<file path="src/rtl/ex_wb_stage.sv">
// Execute/writeback pipeline register: captures the ALU writeback and maintains
// the PSW flags {V,N,Z,C}; the registered carry feeds the ALU carry input.
module ex_wb_stage #(
  parameter int DATA_W    = 16,
  parameter int REG_IDX_W = 3
) (
  input  logic                 clk,
  input  logic                 rst,
  input  logic                 in_valid,
  input  logic                 stall,
  input  logic                 flush,
  input  logic [40:0]          enable,
  input  logic                 byte_op,
  input  logic [DATA_W-1:0]    a,
  input  logic [DATA_W-1:0]    b,
  input  logic [DATA_W-1:0]    alu_result,
  input  logic [REG_IDX_W-1:0] dst_in,
  input  logic                 psw_load,
  input  logic [3:0]           psw_in,
  input  logic [3:0]           cc_set,
  input  logic [3:0]           cc_clr,
  output logic                 wb_valid,
  output logic [REG_IDX_W-1:0] wb_dst,
  output logic [DATA_W-1:0]    wb_data,
  output logic [3:0]           psw,
  output logic                 carry_out
);

  logic op_add, op_addc, op_sub, op_subc, op_dadd, op_cmp, op_logic;
  logic arith, subtract, alu_op, writes;
  logic [DATA_W-1:0] bp, data_next;
  logic cin, z, n, a_m, b_m, v_arith, c_arith, dc, dc_byte;
  logic [DATA_W:0] sum_w;
  logic [8:0] sum_b;
  logic [4:0] dsum;
  logic [3:0] flags_alu;
  logic unused_enable;

  assign op_add   = enable[9];
  assign op_addc  = enable[10];
  assign op_sub   = enable[11];
  assign op_subc  = enable[12];
  assign op_dadd  = enable[13];
  assign op_cmp   = enable[14];
  assign op_logic = |enable[20:15];
  assign unused_enable = ^{enable[40:21], enable[8:0]};

  assign arith    = op_add | op_addc | op_sub | op_subc | op_cmp;
  assign subtract = op_sub | op_subc | op_cmp;
  assign alu_op   = arith | op_dadd | op_logic;
  assign writes   = in_valid & ((|enable[13:9]) | (|enable[17:15]) | enable[19] | enable[20]);

  always_comb begin
    bp  = subtract ? ~b : b;
    cin = op_add ? 1'b0 : ((op_addc | op_subc) ? psw[0] : 1'b1);
    sum_w = {1'b0, a} + {1'b0, bp} + {{DATA_W{1'b0}}, cin};
    sum_b = {1'b0, a[7:0]} + {1'b0, bp[7:0]} + {8'b0, cin};
    z   = byte_op ? (alu_result[7:0] == 8'h00) : (alu_result == '0);
    n   = byte_op ? alu_result[7] : alu_result[15];
    a_m = byte_op ? a[7] : a[15];
    b_m = byte_op ? bp[7] : bp[15];
    v_arith = (a_m == b_m) && (n != a_m);
    c_arith = byte_op ? sum_b[8] : sum_w[DATA_W];
    data_next = byte_op ? {a[15:8], alu_result[7:0]} : alu_result;

    // Decimal carry ripples digit by digit; byte ops take the carry out of digit 1.
    dc      = psw[0];
    dc_byte = 1'b0;
    dsum    = '0;
    for (int unsigned i = 0; i < 4; i++) begin
      dsum = {1'b0, a[4*i +: 4]} + {1'b0, b[4*i +: 4]} + {4'b0, dc};
      dc   = (dsum > 5'd9);
      if (i == 1) dc_byte = dc;
    end

    flags_alu = psw;
    if (arith)         flags_alu = {v_arith, n, z, c_arith};
    else if (op_dadd)  flags_alu = {psw[3], n, z, byte_op ? dc_byte : dc};
    else if (op_logic) flags_alu = {psw[3], n, z, psw[0]};
  end

  always_ff @(posedge clk or posedge rst) begin
    if (rst) begin
      wb_valid <= 1'b0;
      wb_dst   <= '0;
      wb_data  <= '0;
      psw      <= '0;
    end else if (flush) begin
      wb_valid <= 1'b0;
    end else if (!stall) begin
      wb_valid <= writes;
      wb_dst   <= dst_in;
      wb_data  <= data_next;
      if (psw_load)                psw <= psw_in;
      else if (|(cc_set | cc_clr)) psw <= (psw & ~cc_clr) | cc_set;
      else if (in_valid && alu_op) psw <= flags_alu;
    end
  end

  assign carry_out = psw[0];

endmodule

</file>
<file path="config.mk">
export PLATFORM = sky130hd
export DESIGN_NAME = ex_wb_stage
export DESIGN_NICKNAME = d
export VERILOG_FILES = /design/src/rtl/ex_wb_stage.sv
export SDC_FILE = /design/constraint.sdc
export NUM_CORES = 1
export LEC_CHECK = 0
export ABC_CLOCK_PERIOD_IN_PS = 13200
export CORE_UTILIZATION = 43
export CTS_BUF_LIST = sky130_fd_sc_hd__clkbuf_4
export CTS_CLUSTER_DIAMETER = 200
export DETAILED_ROUTE_END_ITERATION = 16
export PLACE_DENSITY = 0.88
export RECOVER_POWER = 100
export SLEW_MARGIN = 20
export SYNTH_ARGS = -nofsm -noshare
export SYNTH_HDL_FRONTEND = slang
export SYNTH_SLANG_ARGS = --single-unit
</file>
<file path="constraint.sdc">
create_clock -name clk -period 13.2 [get_ports clk]
set_clock_uncertainty 0.1 [all_clocks]
set_input_delay 1.98 -clock clk [delete_from_list [all_inputs] [get_ports clk]]
set_output_delay 1.98 -clock clk [all_outputs]
set_load 0.05 [all_outputs]
</file>
==> flow_metrics.tcl <==
set metrics [dict create \
    dp_hpwl_mm 5.44 \
    most-common-layout-cells "clkdlybuf4s50_1 (78), ha_1 (28), dlygate4sd3_1 (28), dfrtp_1 (24), a21oi_1 (20)" \
    layout_commonest_cell "clkdlybuf4s50_1" \
    status "finished with violations" \
    grt_pass1_wl_mm 11.1 \
    synth_edf_count 0 \
    clock_latency_ps 330 \
    hold_viol_final 0 \
    ff2ff_path_depth 25 \
    rsz0062_at_grt "no" \
    yosysWarnings 0 \
    drt_iter0_markers 47 \
    busiest_layer "met2" \
    grtUsageMet2 0.412 \
    start_util 0.446 \
    cts_tree "done" \
    nets 506 \
    globalRouteMet1Util 0.274 \
    finalMaxSlewViolations 20 \
    antenna_found_initial 0 \
    syn_nets 402 \
    wirelength_mm 6.46 \
    dr_total_vias 2295 \
    violations "max-capacitance violations, max-slew violations" \
    post_drt_wl_per_cell_um 15.0 \
    powerDensity_nw_per_um2 85.6 \
    rr_endpoint "psw[0]" \
    area_growth_pct 47.2 \
    relSlewSlack -0.996 \
    async_reset_ff_frac 1.00 \
    critPathArrivalTime_ps 8590 \
    drive_gt1_frac 0.0642 \
    ys.flop_type "dfrtp_1" \
    vdd_drop_max_mv 0.0890 \
    crit_path_start "a[0]" \
    grtUsageTotal 0.230 \
    first_pass_iters 4 \
    cts-root-buf "clkbuf_4" \
    min_period_ps 8480 \
    synthesis.area_um2 2440 \
    fmax_ghz 0.118 \
    path_max_fanout 2 \
    cap_violations 1 \
    gr-usage-met3 0.0518 \
    cts_buffer_depth 2 \
    finalSetupViolations 0 \
    grt-ovfl-total 0 \
    post_cts_buffers 0 \
    vias_per_cell 5.34 \
    worstHoldPathType "reg2reg" \
    die_w_um 77.3 \
    period_share 0.642 \
    ys_seq_elements 24 \
    ctsResizeCount 0 \
    worst_setup_path_start_kind "input pin" \
    core.rowCount 27 \
    r2r_start "psw[0]" \
    reg2reg_slack_ps 6460 \
    grt_max_degree 25 \
    cts_buffers 3 \
    cp.required_ps 13310 \
    path_clk_slew_ps 140 \
    die_h_um 77.3 \
    io_pins 136 \
    dieArea_um2 5980 \
    tns_ps 0 \
    gp_congestion 0.813 \
    drc 0 \
    synthDistinctLibCells 52 \
    htree_levels 1 \
    setup.worst_path.end_class "flop" \
    core_area_um2 5470 \
    p_leak_nw 1.54 \
    critPathKind "in2reg" \
    worst_pin_slew_ps 2970 \
    port_buffers 106 \
    ys_seq_area_frac 0.246 \
    num_antenna_cells 0 \
    postRouteAntennaNets 0 \
    grt_pass1_vias 2476 \
    dp_slack_ps 4340 \
    setup_slack_ps 4720 \
    postSynthCellCount 255 \
    cts.sinks 24 \
    hold_buffers 0 \
    syn_area_per_cell_um2 9.57 \
    crit_end "psw[0]" \
]
## worst max-delay path, cell delays in order
cell	delay, ps
clkdlybuf4s50_1	480
inv_1	60
fa_1	470
fa_1	430
xor2_1	170
nand2_1	70
a221oi_1	330
fa_1	240
inv_1	70
fa_1	390
and2_0	170
o21a_1	180
a211o_1	290
fa_1	410
fa_1	420
xor2_1	190
o32a_1	180
a221oi_1	390
fa_1	280
inv_1	60
fa_1	410
a21o_1	180
a2111oi_0	410
o31ai_1	140
nand4_1	110
o31ai_1	90
## registers in the layout, summed over array words and instances (netlist names)
name      cells
psw           4
wb_dst        3
wb_valid      1
wb_data      16
## where the power goes
group	total (W)	switching [W]	internal, W	leakage, nW
Sequential	0.0000903	0.00000608	0.0000842	0.278
Combinational	0.000163	0.0000910	0.0000715	1.23
Clock	0.0000545	0.0000237	0.0000307	0.0279
Total	0.000307	0.000121	0.000186	1.54
## cells in the mapped netlist, drive strengths merged, types with 3 or more instances
cell type  number  area share
nor2b           4       0.010
buf             5       0.013
ha             28        0.14
o31ai           5       0.017
clkbuf          3      0.0046
mux2           15       0.072
nor3            4       0.010
a21o            8       0.025
inv            17       0.026
dfrtp          24        0.25
fa              8       0.066
o21a            3      0.0092
nor4            6       0.015
xor2            3       0.011
xnor2          19       0.068
mux2i          12       0.049
o21ai           7       0.014
a21oi          20       0.043
nor2           19       0.030
a221oi          3       0.011
o21bai          4       0.012
nand2          13       0.020
## area by class of cell
type / count / area (um2)
Sequential cell: 24 / 601
Tap cell: 72 / 90.1
Clock buffer: 3 / 22.5
Fill cell: 458 / 1880
Clock inverter: 1 / 30.0
Timing Repair Buffer: 107 / 1060
Multi-Input combinational cell: 206 / 1720
Inverter: 17 / 63.8
## metrics by stage
stage	cell area (um2)	utilization	std cells	hold WS, ps	total power, W
6_report	3590	0.656	430	414	0.000307
5_1_grt	3590	0.656	430	441	0.000328
3_5_place_dp	3560	0.651	426	394	0.000260
4_1_cts	3610	0.660	430	425	0.000316
3_3_place_gp	3560	0.651	426	388	0.000255
2_1_floorplan	2440	-	255	658	0.000193
## cells by family (layout without fill, tap and decap cells)
group / count (synthesis) / after routing / synth area share
AO/OA/AOI/OAI: 63 / 63 / 0.180
AND/OR/NAND/NOR: 58 / 58 / 0.120
adder cells (fa/ha/maj): 36 / 36 / 0.209
multiplexers: 27 / 27 / 0.121
buffers and inverters: 25 / 128 / 0.0441
flip-flops: 24 / 24 / 0.246
XOR/XNOR: 22 / 22 / 0.0789
## worst min-delay path by stage
stage / start / slack, ps / endpoint / depth (start not counted)
after floorplan: wb_valid / 660 / wb_valid / 2
after global placement: wb_data[7] / 390 / wb_data[7] / 1
after detailed placement: wb_dst[2] / 390 / wb_dst[2] / 1
after CTS: wb_data[3] / 430 / wb_data[3] / 1
after global routing: wb_dst[0] / 440 / wb_dst[0] / 1
final: wb_data[3] / 410 / wb_data[3] / 1
## routing by layer
layer	part of all wire	vias up
met2	0.51	83
met1	0.41	1074
met4	0.015	0
li1	-	1126
met3	0.064	12
met5	0	-
Note: power is estimated with default switching activity, not from simulation.
